$ cat src/rtl/softmax_seq_ctrl_if.sv
// Control/strobe bundle between the layer scheduler, the softmax sequencer and the softmax datapath.
// The master modport is the sequencer's view; the slave modport is the surrounding environment.
interface softmax_seq_ctrl_if #(
    parameter int AW = 10,
    parameter int CW = 2
);
    logic          start;
    logic          stall;
    logic [AW:0]   vec_len;
    logic [CW:0]   ch_num;
    logic          busy;
    logic          process_done;
    logic          cfg_err;
    logic          rd_ena;
    logic [AW-1:0] rd_addr;
    logic          rd_src;
    logic [CW-1:0] ch_idx;
    logic          max_clr;
    logic          max_vld;
    logic          scale_load;
    logic          exp_vld;
    logic          sum_clr;
    logic          sum_lock;
    logic          im_wr_ena;
    logic [AW-1:0] im_wr_addr;
    logic          div_vld;
    logic          wb_ena;
    logic [AW-1:0] wb_addr;

    modport master (
        input  start, stall, vec_len, ch_num,
        output busy, process_done, cfg_err, rd_ena, rd_addr, rd_src, ch_idx,
               max_clr, max_vld, scale_load, exp_vld, sum_clr, sum_lock,
               im_wr_ena, im_wr_addr, div_vld, wb_ena, wb_addr
    );

    modport slave (
        output start, stall, vec_len, ch_num,
        input  busy, process_done, cfg_err, rd_ena, rd_addr, rd_src, ch_idx,
               max_clr, max_vld, scale_load, exp_vld, sum_clr, sum_lock,
               im_wr_ena, im_wr_addr, div_vld, wb_ena, wb_addr
    );
endinterface

$ cat src/rtl/softmax_seq_ctrl.sv
// Three-pass softmax sequencer: max scan, exp/sum, divide/write-back, per channel, back to back.
// Owns the memory read addresses and every valid/clear/load/lock strobe of the datapath.
module softmax_seq_ctrl #(
    parameter int DATA_SIZE  = 1024,
    parameter int AW         = 10,
    parameter int NUM_CH     = 4,
    parameter int CW         = 2,
    parameter int RD_LAT     = 2,
    parameter int MAX_DELAY  = 2,
    parameter int NORM_DELAY = 14,
    parameter int EXP_DELAY  = 17,
    parameter int ACC_DELAY  = 9,
    parameter int DIV_DELAY  = 14
) (
    input  logic               clk,
    input  logic               rst,
    softmax_seq_ctrl_if.master bus
);
    localparam int MAX_DRN_CYC = RD_LAT + MAX_DELAY;
    localparam int EXP_DRN_CYC = RD_LAT + NORM_DELAY + EXP_DELAY + ACC_DELAY;
    localparam int DIV_DRN_CYC = RD_LAT + DIV_DELAY;
    localparam int IM_DLY      = RD_LAT + NORM_DELAY + EXP_DELAY;
    localparam int WB_DLY      = RD_LAT + DIV_DELAY;
    localparam int DRN_MAX     = (EXP_DRN_CYC > DIV_DRN_CYC)
                               ? ((EXP_DRN_CYC > MAX_DRN_CYC) ? EXP_DRN_CYC : MAX_DRN_CYC)
                               : ((DIV_DRN_CYC > MAX_DRN_CYC) ? DIV_DRN_CYC : MAX_DRN_CYC);
    localparam int DCW         = $clog2(DRN_MAX + 1);

    localparam logic [DCW-1:0] MAX_DRN_INIT = DCW'(MAX_DRN_CYC - 1);
    localparam logic [DCW-1:0] EXP_DRN_INIT = DCW'(EXP_DRN_CYC - 1);
    localparam logic [DCW-1:0] DIV_DRN_INIT = DCW'(DIV_DRN_CYC - 1);
    localparam logic [AW:0]    LEN_MAX      = (AW+1)'(DATA_SIZE);
    localparam logic [CW:0]    CH_MAX       = (CW+1)'(NUM_CH);

    typedef enum logic [3:0] {
        IDLE, MAX_RD, MAX_DRN, LOAD, EXP_RD, EXP_DRN, LOCK, DIV_RD, DIV_DRN, DONE
    } state_t;

    state_t         state;
    logic [AW:0]    len_q;
    logic [CW:0]    chn_q;
    logic [CW-1:0]  ch_idx;
    logic [AW-1:0]  rd_addr;
    logic [DCW-1:0] drn_cnt;
    logic           in_rd;
    logic           rd_src;
    logic           busy;
    logic           process_done;
    logic           cfg_err;
    logic           max_clr;
    logic           scale_load;
    logic           sum_clr;
    logic           sum_lock;

    logic           rd_ena;
    logic           last_issue;
    logic           drn_done;
    logic           cfg_ok;
    logic           more_ch;
    logic           max_issue;
    logic           exp_issue;
    logic           div_issue;

    // Issue is the only combinational output: a stall must suppress the read in the same cycle.
    assign rd_ena     = in_rd & ~bus.stall;
    assign last_issue = rd_ena && (rd_addr == AW'(len_q - (AW+1)'(1)));
    assign drn_done   = (drn_cnt == '0);
    assign cfg_ok     = (bus.vec_len != '0) && (bus.vec_len <= LEN_MAX) &&
                        (bus.ch_num != '0) && (bus.ch_num <= CH_MAX);
    assign more_ch    = (({1'b0, ch_idx} + (CW+1)'(1)) < chn_q);
    assign max_issue  = rd_ena && (state == MAX_RD);
    assign exp_issue  = rd_ena && (state == EXP_RD);
    assign div_issue  = rd_ena && (state == DIV_RD);

    always_ff @(posedge clk) begin
        if (rst) begin
            state        <= IDLE;
            len_q        <= '0;
            chn_q        <= '0;
            ch_idx       <= '0;
            rd_addr      <= '0;
            drn_cnt      <= '0;
            in_rd        <= 1'b0;
            rd_src       <= 1'b0;
            busy         <= 1'b0;
            process_done <= 1'b0;
            cfg_err      <= 1'b0;
            max_clr      <= 1'b0;
            scale_load   <= 1'b0;
            sum_clr      <= 1'b0;
            sum_lock     <= 1'b0;
        end else begin
            // NOTE: pulse strobes default low here; a later non-blocking write in the case below wins.
            cfg_err      <= 1'b0;
            process_done <= 1'b0;
            max_clr      <= 1'b0;
            scale_load   <= 1'b0;
            sum_clr      <= 1'b0;
            sum_lock     <= 1'b0;
            if (rd_ena) rd_addr <= last_issue ? '0 : rd_addr + AW'(1);
            if (!drn_done) drn_cnt <= drn_cnt - DCW'(1);

            case (state)
                IDLE: begin
                    if (bus.start) begin
                        if (cfg_ok) begin
                            state   <= MAX_RD;
                            len_q   <= bus.vec_len;
                            chn_q   <= bus.ch_num;
                            ch_idx  <= '0;
                            busy    <= 1'b1;
                            in_rd   <= 1'b1;
                            max_clr <= 1'b1;
                        end else begin
                            cfg_err <= 1'b1;
                        end
                    end
                end
                MAX_RD: if (last_issue) begin
                    state   <= MAX_DRN;
                    in_rd   <= 1'b0;
                    drn_cnt <= MAX_DRN_INIT;
                end
                MAX_DRN: if (drn_done) begin
                    state      <= LOAD;
                    scale_load <= 1'b1;
                    sum_clr    <= 1'b1;
                end
                LOAD: begin
                    state <= EXP_RD;
                    in_rd <= 1'b1;
                end
                EXP_RD: if (last_issue) begin
                    state   <= EXP_DRN;
                    in_rd   <= 1'b0;
                    drn_cnt <= EXP_DRN_INIT;
                end
                EXP_DRN: if (drn_done) begin
                    state    <= LOCK;
                    sum_lock <= 1'b1;
                end
                LOCK: begin
                    state  <= DIV_RD;
                    in_rd  <= 1'b1;
                    rd_src <= 1'b1;
                end
                DIV_RD: if (last_issue) begin
                    state   <= DIV_DRN;
                    in_rd   <= 1'b0;
                    rd_src  <= 1'b0;
                    drn_cnt <= DIV_DRN_INIT;
                end
                DIV_DRN: if (drn_done) begin
                    if (more_ch) begin
                        state   <= MAX_RD;
                        ch_idx  <= ch_idx + CW'(1);
                        in_rd   <= 1'b1;
                        max_clr <= 1'b1;
                    end else begin
                        state        <= DONE;
                        process_done <= 1'b1;
                    end
                end
                DONE: begin
                    state <= IDLE;
                    busy  <= 1'b0;
                end
                default: state <= IDLE;
            endcase
        end
    end

    // Fixed-latency strobe pipelines; they free-run so in-flight results are tracked through stalls.
    logic [RD_LAT-1:0]          max_pipe;
    logic [RD_LAT-1:0]          exp_pipe;
    logic [RD_LAT-1:0]          div_pipe;
    logic [IM_DLY-1:0]          im_vld;
    logic [IM_DLY-1:0][AW-1:0]  im_addr;
    logic [WB_DLY-1:0]          wb_vld;
    logic [WB_DLY-1:0][AW-1:0]  wb_addr;

    always_ff @(posedge clk) begin
        if (rst) begin
            max_pipe <= '0;
            exp_pipe <= '0;
            div_pipe <= '0;
            im_vld   <= '0;
            wb_vld   <= '0;
            // NOTE: address stages are reset too, because every output must read 0 after reset.
            im_addr  <= '0;
            wb_addr  <= '0;
        end else begin
            max_pipe[0] <= max_issue;
            exp_pipe[0] <= exp_issue;
            div_pipe[0] <= div_issue;
            im_vld[0]   <= exp_issue;
            im_addr[0]  <= rd_addr;
            wb_vld[0]   <= div_issue;
            wb_addr[0]  <= rd_addr;
            for (int i = 1; i < RD_LAT; i++) begin
                max_pipe[i] <= max_pipe[i-1];
                exp_pipe[i] <= exp_pipe[i-1];
                div_pipe[i] <= div_pipe[i-1];
            end
            for (int i = 1; i < IM_DLY; i++) begin
                im_vld[i]  <= im_vld[i-1];
                im_addr[i] <= im_addr[i-1];
            end
            for (int i = 1; i < WB_DLY; i++) begin
                wb_vld[i]  <= wb_vld[i-1];
                wb_addr[i] <= wb_addr[i-1];
            end
        end
    end

    assign bus.busy         = busy;
    assign bus.process_done = process_done;
    assign bus.cfg_err      = cfg_err;
    assign bus.rd_ena       = rd_ena;
    assign bus.rd_addr      = rd_addr;
    assign bus.rd_src       = rd_src;
    assign bus.ch_idx       = ch_idx;
    assign bus.max_clr      = max_clr;
    assign bus.max_vld      = max_pipe[RD_LAT-1];
    assign bus.scale_load   = scale_load;
    assign bus.exp_vld      = exp_pipe[RD_LAT-1];
    assign bus.sum_clr      = sum_clr;
    assign bus.sum_lock     = sum_lock;
    assign bus.im_wr_ena    = im_vld[IM_DLY-1];
    assign bus.im_wr_addr   = im_addr[IM_DLY-1];
    assign bus.div_vld      = div_pipe[RD_LAT-1];
    assign bus.wb_ena       = wb_vld[WB_DLY-1];
    assign bus.wb_addr      = wb_addr[WB_DLY-1];
endmodule

$ cat src/flat_wrapper.sv
// flat-port wrapper written by rule: the top's interface ports become plain ports
module softmax_seq_ctrl_flat 
#(
    parameter int DATA_SIZE  = 1024,
    parameter int AW         = 10,
    parameter int NUM_CH     = 4,
    parameter int CW         = 2,
    parameter int RD_LAT     = 2,
    parameter int MAX_DELAY  = 2,
    parameter int NORM_DELAY = 14,
    parameter int EXP_DELAY  = 17,
    parameter int ACC_DELAY  = 9,
    parameter int DIV_DELAY  = 14
)
  (clk, rst, bus_start, bus_stall, bus_vec_len, bus_ch_num, bus_busy, bus_process_done, bus_cfg_err, bus_rd_ena, bus_rd_addr, bus_rd_src, bus_ch_idx, bus_max_clr, bus_max_vld, bus_scale_load, bus_exp_vld, bus_sum_clr, bus_sum_lock, bus_im_wr_ena, bus_im_wr_addr, bus_div_vld, bus_wb_ena, bus_wb_addr);
  softmax_seq_ctrl_if #(.AW(AW), .CW(CW)) bus_i ();
  input  logic clk;
  input  logic rst;
  input wire logic [$bits(bus_i.start)-1:0] bus_start;
  input wire logic [$bits(bus_i.stall)-1:0] bus_stall;
  input wire logic [$bits(bus_i.vec_len)-1:0] bus_vec_len;
  input wire logic [$bits(bus_i.ch_num)-1:0] bus_ch_num;
  output wire logic [$bits(bus_i.busy)-1:0] bus_busy;
  output wire logic [$bits(bus_i.process_done)-1:0] bus_process_done;
  output wire logic [$bits(bus_i.cfg_err)-1:0] bus_cfg_err;
  output wire logic [$bits(bus_i.rd_ena)-1:0] bus_rd_ena;
  output wire logic [$bits(bus_i.rd_addr)-1:0] bus_rd_addr;
  output wire logic [$bits(bus_i.rd_src)-1:0] bus_rd_src;
  output wire logic [$bits(bus_i.ch_idx)-1:0] bus_ch_idx;
  output wire logic [$bits(bus_i.max_clr)-1:0] bus_max_clr;
  output wire logic [$bits(bus_i.max_vld)-1:0] bus_max_vld;
  output wire logic [$bits(bus_i.scale_load)-1:0] bus_scale_load;
  output wire logic [$bits(bus_i.exp_vld)-1:0] bus_exp_vld;
  output wire logic [$bits(bus_i.sum_clr)-1:0] bus_sum_clr;
  output wire logic [$bits(bus_i.sum_lock)-1:0] bus_sum_lock;
  output wire logic [$bits(bus_i.im_wr_ena)-1:0] bus_im_wr_ena;
  output wire logic [$bits(bus_i.im_wr_addr)-1:0] bus_im_wr_addr;
  output wire logic [$bits(bus_i.div_vld)-1:0] bus_div_vld;
  output wire logic [$bits(bus_i.wb_ena)-1:0] bus_wb_ena;
  output wire logic [$bits(bus_i.wb_addr)-1:0] bus_wb_addr;
  assign bus_i.start = bus_start;
  assign bus_i.stall = bus_stall;
  assign bus_i.vec_len = bus_vec_len;
  assign bus_i.ch_num = bus_ch_num;
  assign bus_busy = bus_i.busy;
  assign bus_process_done = bus_i.process_done;
  assign bus_cfg_err = bus_i.cfg_err;
  assign bus_rd_ena = bus_i.rd_ena;
  assign bus_rd_addr = bus_i.rd_addr;
  assign bus_rd_src = bus_i.rd_src;
  assign bus_ch_idx = bus_i.ch_idx;
  assign bus_max_clr = bus_i.max_clr;
  assign bus_max_vld = bus_i.max_vld;
  assign bus_scale_load = bus_i.scale_load;
  assign bus_exp_vld = bus_i.exp_vld;
  assign bus_sum_clr = bus_i.sum_clr;
  assign bus_sum_lock = bus_i.sum_lock;
  assign bus_im_wr_ena = bus_i.im_wr_ena;
  assign bus_im_wr_addr = bus_i.im_wr_addr;
  assign bus_div_vld = bus_i.div_vld;
  assign bus_wb_ena = bus_i.wb_ena;
  assign bus_wb_addr = bus_i.wb_addr;
  softmax_seq_ctrl #(.DATA_SIZE(DATA_SIZE), .AW(AW), .NUM_CH(NUM_CH), .CW(CW), .RD_LAT(RD_LAT), .MAX_DELAY(MAX_DELAY), .NORM_DELAY(NORM_DELAY), .EXP_DELAY(EXP_DELAY), .ACC_DELAY(ACC_DELAY), .DIV_DELAY(DIV_DELAY)) u_core (.clk(clk), .rst(rst), .bus(bus_i));
endmodule
$ cat config.mk
export PLATFORM = sky130hd
export DESIGN_NAME = softmax_seq_ctrl_flat
export DESIGN_NICKNAME = d
export VERILOG_FILES = /design/src/rtl/softmax_seq_ctrl_if.sv /design/src/rtl/softmax_seq_ctrl.sv /design/src/flat_wrapper.sv
export SDC_FILE = /design/constraint.sdc
export NUM_CORES = 1
export LEC_CHECK = 0
export ABC_AREA = 1
export BUFFER_PORTS_ARGS = -buffer_cell sky130_fd_sc_hd__clkbuf_2
export CAP_MARGIN = 30
export CELL_PAD_IN_SITES_DETAIL_PLACEMENT = 0
export CELL_PAD_IN_SITES_GLOBAL_PLACEMENT = 1
export CORE_MARGIN = 2
export CORE_UTILIZATION = 45
export DETAILED_ROUTE_END_ITERATION = 6
export GPL_TIMING_DRIVEN = 0
export PLACE_DENSITY_LB_ADDON = 0.1
export REMOVE_ABC_BUFFERS = 1
export SLEW_MARGIN = 20
export SYNTH_ARGS = -nofsm -noshare
export SYNTH_HDL_FRONTEND = slang
export SYNTH_SLANG_ARGS = --single-unit
$ cat constraint.sdc
create_clock -name clk -period 2.3 [get_ports clk]
set_clock_uncertainty 0.2 [all_clocks]
set_input_delay 0.115 -clock clk [delete_from_list [all_inputs] [get_ports clk]]
set_output_delay 0.115 -clock clk [all_outputs]
set_load 0.05 [all_outputs]
==> reports/metrics.cfg, run 1 <==
[grt]
grt_pass1_wl_mm=34.00
antenna_found_initial=0
first_global_vias=7970
grt_max_degree=113
track_usage_pct=12.89
gr-total-overflow=0

[final_layout]
antennaDiodeCount=0
post-route-util_pct=53.28
fin_area_um2=15670
finalNonFillerCells=2076
finalNetCount=1679
nFillCells=2839
drive_gt1_share_pct=9.727
area_growth_pct=17.26

[clock_tree]
clk_pin_slew_ns=0.06
cts_tree=done
numCtsBuffers=43
clock-root-buffer=clkbuf_16
clk_path_buf_depth=3
clk_latency_ns=0.52
htreeDepth=2
cts_sinks=424

[sta]
clock.fmax_mhz=463.2
drv_slew=0
period_share_pct=93.86
fin_crit_ns=2.159
fin_hold_ws_ns=0.1862
setup_ws_ns=0.1413
grt_setup_unrepaired=false
relSlewSlack_pct=61.86
final-setup-viol-count=0
fin_setup_tns_ns=0
timing_worst_slew_pin_value_ns=0.5668
finalHoldViolations=0

[power_and_ir_drop]
leakage_nw=6.354
switchingPower_mw=3.761
ir_worst_vdd_v=0.0005605
pwr-share-clk_pct=41.8
p_int_mw=11.89
switching_share_pct=24.02
finalPower_mw=15.66
power_density_nw_per_um2=999.4
seq_power_share_pct=48.3
comb_power_share_pct=9.9

[logic_synthesis]
synthesis.area_um2=13360
synthMuxAreaShare_pct=0
synth_compound_area_share_pct=2.135
ys_types=35
synth_fa_ha_area_share_pct=0.6556
synth_top_family_by_area=simple AND/OR/NAND/NOR gates
synth_flop_cell=dfxtp_1
synth_area_leaders=dfxtp_1, nor2_1, inv_1
synthXorXnorAreaFrac_pct=1.246
synth_edf_count=0
postSynthRegisterBits=424
seq_area_frac_synth_pct=63.54
postSynthAreaPerCell_um2=8.439
synth_cells=1583
async_flop_share_pct=0
synth_top_area_share_pct=63.54
yosys_warnings=0
synth_area_leader_cell=dfxtp_1
synth-simple-area-share_pct=18.13

[setup_path]
cpLargestDelayFamily=buffers and inverters
end_kind=flop
start_kind=input port
critPathMaxStageDelay_ns=0.61
ff2ff_setup_slack_ns=0.18
r2r_cells=13
path_class=in -> reg
critical_path_arrival_ns=2.36
path_depth=7
crit_fanout=34
reg2reg_from=u_core.len_q[0]
crit_buf_inv=6
timing.rr.end=u_core.drn_cnt[4]
worstPathCellList=dlygate4sd3_1, clkbuf_8, buf_12, dlygate4sd3_1, buf_12, nor2_1, dlygate4sd3_1
cp.required_ns=2.50
cp_slowest_cell=dlygate4sd3_1
crit_end=u_core.im_addr[303]
crit_path_frequent_cell=dlygate4sd3_1
timing.critical_path.from=rst

[min_path]
hp-start=u_core.im_addr[288]
hp-class=reg -> reg

[route]
ant_nets=0
wirelength_mm=19.13
drcViolationCount=0
dr.pass1.iters=6
via_count=8593
wire_per_inst_um=9.212
vias_per_cell=4.139
drtIter0Drc=322

[placed_design]
port-buffer-count=63
placedCellCount=1970
dp_slack_ns=-0.2992
dp_hpwl_mm=10.88
placed_area_um2=13910
gp_congestion=0.7766

[die]
dieArea_um2=31080
ios=64
die_x_um=176.3
start_util_pct=45.44
rows=63
die_y_um=176.3
design.core.area_um2=29400

[flow_run]
cap_violations=0

[outcome]
outcome=completed

[timing repair]
item | CTS | global route
endpoints found under the setup margin | 0 | 18
setup buffers | 0 | 0
resized for setup | 0 | 8
hold buffers | 29 | 0
endpoints found under the hold margin | 58 | 0
[layer usage]
| layer | GRT usage (%) | up-vias | routed length, um |
|---|---|---|---|
| li1 | - | 4617 | - |
| met1 | 14.93 | 3819 | 9010 |
| met2 | 22.76 | 122 | 8670 |
| met3 | 3.618 | 35 | 1008 |
| met4 | 4.580 | 0 | 435 |
| met5 | 0 | - | 0 |
[registers in the layout (all words and copies together), names as in the netlist, 2 cells and up]
signal and count:
u_core.len_q 10, u_core.drn_cnt 6, u_core.wb_addr 150, u_core.state 4
u_core.max_pipe 2, u_core.im_addr 160, u_core.chn_q 3, u_core.bus.wb_addr 10
u_core.bus.ch_idx 2, u_core.wb_vld 15, u_core.bus.rd_addr 10, u_core.bus.im_wr_addr 10
u_core.im_vld 33
[power by group through the flow]
stage          registers, mW  logic (mW)  clock network (mW)
2_1_floorplan           7.78       0.998                   0
3_3_place_gp            7.72        1.43                   0
6_report                7.56        1.54                6.55
4_1_cts                 7.56        1.54                6.84
5_1_grt                 7.57        1.74                7.15
3_5_place_dp            7.72        1.47                   0
[logic make-up after synthesis]
logic type,after synthesis
AOI/OAI and AO/OA,55
xor gates and xnor gates,19
adders and majority gates,7
buffers and inverters,487
DFF,424
and+or+nand+nor,591
[how the worst min path moves through the flow]
stage                      endpoint  slack (ns)  cells after the start
2_1_floorplan  u_core.bus.ch_idx[1]       -0.02                      1
3_3_place_gp    u_core.im_addr[311]        0.19                      2
3_5_place_dp    u_core.im_addr[242]        0.19                      2
4_1_cts             u_core.chn_q[0]        0.19                      4
5_1_grt         u_core.im_addr[296]        0.21                      2
6_report        u_core.im_addr[298]        0.19                      2
[synthesized netlist by cell type, drive strengths merged, types with 4 or more instances]
cell,count
nand3b,4
o21ai,22
xor2,12
a21oi,30
nand3,34
inv,417
clkbuf,46
nor3,14
nor2,436
dfxtp,424
nand2,85
xnor2,7
buf,23
ha,7
nand4,9
[worst reg2reg max path, cell delays in order, from the launching register on]
cell,delay (ns)
dfxtp_2,0.34
inv_2,0.07
ha_4,0.24
nand2_1,0.06
inv_1,0.04
nor2_2,0.08
inv_1,0.04
nor2_1,0.09
nand2_1,0.07
nor2_1,0.10
nand2_1,0.09
nor2_1,0.11
nand4_1,0.24
and2_1,0.25
[cells in the final DEF (no fill, tap or decap), types with 14 or more instances in the layout]
cell type	instances
dlygate4sd3_1	24
a21oi_1	29
dfxtp_1	423
clkbuf_2	62
nor2_1	428
clkbuf_16	44
inv_1	407
nand3_1	32
o21ai_0	18
clkbuf_1	15
nor3_1	14
nand2_1	83
[layout make-up]
cell class | instances | area [um2] | area share (%)
inverters | 418 | 1573 | 10.04
clock buffers | 67 | 1267 | 8.091
flip-flops and latches | 424 | 8489 | 54.19
repair buffers | 95 | 762.0 | 4.864
multi-input cells | 672 | 2992 | 19.10
well taps | 390 | 488.0 | 3.115
clock inverters | 10 | 93.84 | 0.5990
(Power assumes the default switching activity.)
==> inputs of run 2 (changes only) <==
--- a/config.mk
+++ b/config.mk
@@ -5,17 +5,16 @@
 export SDC_FILE = /design/constraint.sdc
 export NUM_CORES = 1
 export LEC_CHECK = 0
-export ABC_AREA = 1
 export BUFFER_PORTS_ARGS = -buffer_cell sky130_fd_sc_hd__clkbuf_2
 export CAP_MARGIN = 30
 export CELL_PAD_IN_SITES_DETAIL_PLACEMENT = 0
 export CELL_PAD_IN_SITES_GLOBAL_PLACEMENT = 1
 export CORE_MARGIN = 2
-export CORE_UTILIZATION = 45
+export CORE_UTILIZATION = 48
 export DETAILED_ROUTE_END_ITERATION = 6
 export GPL_TIMING_DRIVEN = 0
 export PLACE_DENSITY_LB_ADDON = 0.1
-export REMOVE_ABC_BUFFERS = 1
+export SETUP_SLACK_MARGIN = 0.4
 export SLEW_MARGIN = 20
 export SYNTH_ARGS = -nofsm -noshare
 export SYNTH_HDL_FRONTEND = slang
==> run 2 against run 1 <==
The flow now finishes with violations (negative setup slack); count of clock-buffer cells in the layout down 10; cell count decreased by 21%; wire length rose by 7.7%; largest power group unchanged; largest cell class unchanged.
==> reports/metrics.cfg, run 2 <==
[power_and_ir_drop]
ir_worst_vdd_v=0.0007773
finalPower_mw=16.70
power_density_nw_per_um2=1059
leakage_nw=6.449

[final_layout]
largest_register=u_core.im_addr
mostFrequentLayoutCell=dfxtp_1
finalNetCount=1288
drive_gt1_share_pct=19.54
reg_top3=u_core.im_addr x160, u_core.wb_addr x150, u_core.im_vld x33
largest_register_ffs=160
finalNonFillerCells=1630
area_growth_pct=23.56
post-route-util_pct=60.54
seqCellArea_um2=8513
layout_common_cells=dfxtp_1, nor2b_1, clkbuf_2
nFillCells=2177
antennaDiodeCount=0
multi_input_comb_area_um2=4129

[die]
ios=64
start_util_pct=49.00
design.core.area_um2=26060
dieArea_um2=27920
die_y_um=167.1
rows=59
die_x_um=167.1

[clock_tree]
clk_pin_slew_ns=0.06
cts_sinks=424
clock-root-buffer=clkbuf_16
clk_path_buf_depth=3
numCtsBuffers=43
htreeDepth=2
clk_latency_ns=0.52
cts_tree=done

[logic_synthesis]
synth_area_leader_cell=dfxtp_1
synth_top_area_share_pct=66.48
synth_common_cells=dfxtp_1, nor2b_1, clkbuf_1
yosys_warnings=0
postSynthAreaPerCell_um2=11.41
synth_edf_count=0
seq_area_frac_synth_pct=66.48
synthesis.nets=1144
synth_most_common_cell=dfxtp_1
synthesis.area_um2=12770
synth_flop_cell=dfxtp_1
postSynthRegisterBits=424
synth_area_leaders=dfxtp_1, nor2b_1, clkbuf_1
ys_types=58
async_flop_share_pct=0
synth_cells=1119

[min_path]
hp-class=in -> reg

[grt]
antenna_found_initial=0
track_usage_pct=14.90
grt_max_degree=16
grt_pass1_wl_mm=33.61
gr-total-overflow=0
first_global_vias=6842

[placed_design]
dp_hpwl_mm=13.21
port-buffer-count=62
placedCellCount=1516
gp_congestion=0.8075

[route]
dr.pass1.iters=4
vias_per_cell=4.474
drcViolationCount=0
ant_nets=0
drtIter0Drc=179
wire_per_inst_um=12.63
via_count=7293
wirelength_mm=20.59

[setup_path]
cpLargestDelayFamily=simple AND/OR/NAND/NOR gates
crit_buf_inv=1
end_kind=flop
cp.required_ns=2.50
critPathMaxStageDelay_ns=0.53
critical_path_arrival_ns=2.74
cp_slowest_cell=or4b_4
worstPathCellList=buf_6, xnor2_1, and3_1, or4b_4, nor4b_4, a21oi_2, or2_4, a31o_1
path_class=reg -> reg
crit_fanout=5
start_kind=flop

[sta]
timing_worst_slew_pin_value_ns=0.6261
drv_slew=0
clock.fmax_mhz=394.5
relSlewSlack_pct=58.26
grt_setup_unrepaired=true
fin_setup_tns_ns=-1.985
finalHoldViolations=0
final-setup-viol-count=21
setup_ws_ns=-0.2347
period_share_pct=110.2
fin_crit_ns=2.535

[outcome]
outcome=finished, violations left
violations=negative setup slack

[flow_run]
cap_violations=0

-- run 2: cell count changes in the layout (fill, tap and decap cells not counted), sizes merged, moves of 14 or more --
cell / delta
a21oi: -16
clkbuf: +43
buf: +39
nor2: -391
nand3: -28
mux2i: +14
nand2: -68
nor2b: +377
inv: -405
-- run 2: through the flow --
step,hold WS (ns),instance area [um2],setup WS [ns]
CTS,0.04409,15470,-0.2280
detailed placement,0.1734,13600,-0.2495
floorplan,0.05882,12870,-0.2274
finish,0.08339,15780,-0.2347
global placement,0.1660,13600,-0.2328
global route,0.1473,15780,-0.3154
-- run 2: final timing paths --
check,startpoint,end,slack [ns],depth (start not counted)
min reg2reg,u_core.wb_addr[108],u_core.wb_addr[118],0.23,1
max reg2reg,u_core.bus.rd_addr[5],u_core.state[2],-0.23,8
min,bus_stall,u_core.bus.rd_addr[1],0.08,6
max,u_core.bus.rd_addr[5],u_core.state[2],-0.23,8
-- run 2: layer usage --
metal,track usage (%),wire length [um],vias up
met2,25.53,9962,101
met4,5.247,415,0
met5,0,0,-
met1,18.60,9394,3363
li1,-,-,3793
met3,3.238,819,36
-- run 2: tightest hold or removal path: stages --
cell	delay (ns)
clkbuf_2	0.09
nand2b_1	0.19
inv_2	0.10
nand2_1	0.09
a2bb2oi_2	0.13
nor2_1	0.04
-- run 2: area by class of cell --
| cell class | instances | share of cell area, % |
|---|---|---|
| clock buffer | 57 | 7.986 |
| sequential | 424 | 53.96 |
| tap | 335 | 2.657 |
| inverter | 12 | 0.2855 |
| timing repair buffer | 99 | 4.132 |
| clock inverter | 20 | 1.991 |
| buffer | 81 | 2.815 |
| multi-input combinational | 602 | 26.17 |
-- run 2: cell families (layout without fill, tap and decap cells) --
family          Yosys count  count (layout)  synth area share [%]
buf+inv                  93             269                 3.459
simple gates            505             505                 23.74
mux                      14              14                 1.097
compound gates           48              48                 2.617
flops                   424             424                 66.48
fa+ha+maj                 7               7                0.6859
xor+xnor                 28              28                 1.921
-- run 2: what timing repair did --
item | in CTS | in global routing
hold endpoints to repair | 18 | 0
hold buffers | 17 | 0
resized for setup | 25 | 44
gates cloned | 1 | 1
pin swaps | 13 | 18
setup buffers | 4 | 14
endpoints found under the setup margin | 39 | 36
-- run 2: report_power, final --
part | internal, mW | switching (mW)
clock network | 4.75 | 2.74
logic | 0.686 | 0.952
registers | 7.46 | 0.114
==> inputs of run 3 (changes only) <==
--- a/config.mk
+++ b/config.mk
@@ -5,12 +5,13 @@
 export SDC_FILE = /design/constraint.sdc
 export NUM_CORES = 1
 export LEC_CHECK = 0
-export BUFFER_PORTS_ARGS = -buffer_cell sky130_fd_sc_hd__clkbuf_2
+export ABC_AREA = 1
+export BUFFER_PORTS_ARGS = -buffer_cell sky130_fd_sc_hd__buf_2
 export CAP_MARGIN = 30
 export CELL_PAD_IN_SITES_DETAIL_PLACEMENT = 0
 export CELL_PAD_IN_SITES_GLOBAL_PLACEMENT = 1
 export CORE_MARGIN = 2
-export CORE_UTILIZATION = 48
+export CORE_UTILIZATION = 30
 export DETAILED_ROUTE_END_ITERATION = 6
 export GPL_TIMING_DRIVEN = 0
 export PLACE_DENSITY_LB_ADDON = 0.1
==> run 3 against run 2 <==
The flow now finishes without violations; power decreased by 0.99%; wire length increased by 22%; setup slack improved by 0.53 ns; die area is 66% higher; utilization shrank 23 points; combinational power up 9.8%; largest cell class unchanged; highest routed layer unchanged.
==> reports/metrics.cfg, run 3 (synthesis gave the netlist of run 1 again) <==
[outcome]
outcome=completed

[final_layout]
finalNetCount=1748
seqCellArea_um2=8508
multi_input_comb_area_um2=3122
largest_register_ffs=160
nFillCells=4728
reg_top3=u_core.im_addr x160, u_core.wb_addr x150, u_core.im_vld x33
antennaDiodeCount=0
area_growth_pct=22.66
layout_common_cells=nor2_1, dfxtp_1, inv_1
finalNonFillerCells=2350
drive_gt1_share_pct=13.14
mostFrequentLayoutCell=nor2_1
largest_register=u_core.im_addr

[min_path]
hold_depth=3
hp-class=in -> reg
whs_endpoint=u_core.wb_addr[0]
hp-start=rst

[die]
dieArea_um2=46230
die_y_um=215.0
start_util_pct=30.28
rows=77
die_x_um=215.0
ios=64
design.core.area_um2=44120

[flow_run]
cap_violations=0

[power_and_ir_drop]
power_density_nw_per_um2=1009
leakage_nw=6.582
ir_worst_vdd_v=0.0004299

[setup_path]
crit_path_frequent_cell=nand2_1
timing.rr.end=u_core.state[2]
cp.required_ns=2.54
critical_path_arrival_ns=2.25
worstPathCellList=inv_4, ha_4, nand3_4, nor2_4, nand2_1, nand2_1, nand2_2, nor2_4, nand3b_4, nand2_8, nand3b_1, nand2_1, nor2_1
ff2ff_setup_slack_ns=0.29
end_kind=flop
cp_slowest_cell=dfxtp_2
reg2reg_from=u_core.len_q[1]
start_kind=flop
crit_fanout=8
crit_buf_inv=1
path_class=reg -> reg
r2r_cells=13
critPathMaxStageDelay_ns=0.32
cpLargestDelayFamily=simple AND/OR/NAND/NOR gates

[placed_design]
port-buffer-count=62
dp_hpwl_mm=17.21
placedCellCount=2237
gp_congestion=0.7530

[grt]
gr-total-overflow=0
antenna_found_initial=0
track_usage_pct=11.34
grt_pass1_wl_mm=42.24
grt_max_degree=14
first_global_vias=8674

[clock_tree]
numCtsBuffers=46
cts_tree=done
clk_path_buf_depth=3
htreeDepth=2
cts_sinks=424
clk_pin_slew_ns=0.06
clk_latency_ns=0.55
clock-root-buffer=clkbuf_16

[route]
dr.pass1.iters=4
drcViolationCount=0
wire_per_inst_um=10.68
drtIter0Drc=269
ant_nets=0
vias_per_cell=3.790
wirelength_mm=25.09
via_count=8906

[sta]
period_share_pct=87.33
drv_slew=0
grt_setup_unrepaired=true
clock.fmax_mhz=497.9
final-setup-viol-count=0
fin_crit_ns=2.009
fin_hold_ws_ns=0.08978
timing_worst_slew_pin_value_ns=0.7573
finalHoldViolations=0
relSlewSlack_pct=49.51

[logic_synthesis]
synthesis.nets=1608

==> run 3: final cells by class <==
type	count	area share, %
clock inverters	10	0.5422
well taps	592	4.520
inverters	418	9.606
clock buffers	73	8.697
flip-flops and latches	424	51.92
plain buffers	69	2.085
multi-input cells	672	19.05
repair buffers	92	3.574
==> run 3: routing by layer <==
| metal | global-route usage (%) | vias up | share of wire (%) |
|---|---|---|---|
| met3 | 2.859 | 47 | 4.6 |
| met2 | 19.92 | 108 | 48 |
| met1 | 13.12 | 3998 | 44 |
| met4 | 4.713 | 0 | 2.8 |
| met5 | 0 | - | 0 |
| li1 | - | 4753 | - |
==> run 3: power breakdown <==
group	internal [mW]	switching (mW)	leakage, nW
clock network	4.35	2.83	0.734
logic	0.620	1.18	2.42
registers	7.47	0.0946	3.42
==> run 3: how the worst max path moves through the flow <==
stage                               start                   to  depth (start not counted)
floorplan           u_core.bus.rd_addr[6]      u_core.state[2]                         10
global placement                      rst  u_core.im_addr[268]                          4
detailed placement                    rst  u_core.im_addr[268]                          4
CTS                       u_core.len_q[1]      u_core.state[2]                         13
global route              u_core.len_q[1]      u_core.state[0]                         13
finish                    u_core.len_q[1]      u_core.state[2]                         13
==> run 3: repair_timing <==
action | 4_1_cts | 5_1_grt
resized for setup | 20 | 20
setup endpoints to repair | 24 | 35
setup buffers | 10 | 3
pin swaps | 11 | 7
hold buffers | 17 | 0
hold endpoints to repair | 26 | 0
==> run 3: tightest hold or removal path, cell delays in order <==
cell      delay [ns]
clkbuf_1        0.19
clkbuf_1        0.30
nor2_1          0.19
==> run 3: stage by stage <==
stage	worst slack (ns)	util (%)	TNS (ns)	power, mW	area [um2]
global placement	-0.1110	32.73	-0.8987	9.269	14440
global route	0.1559	37.13	0	17.42	16390
detailed placement	-0.01040	32.73	-0.01454	9.267	14440
finish	0.2914	37.13	0	16.54	16390
floorplan	0.4019	-	0	8.874	13390
CTS	0.2898	36.88	0	16.74	16270
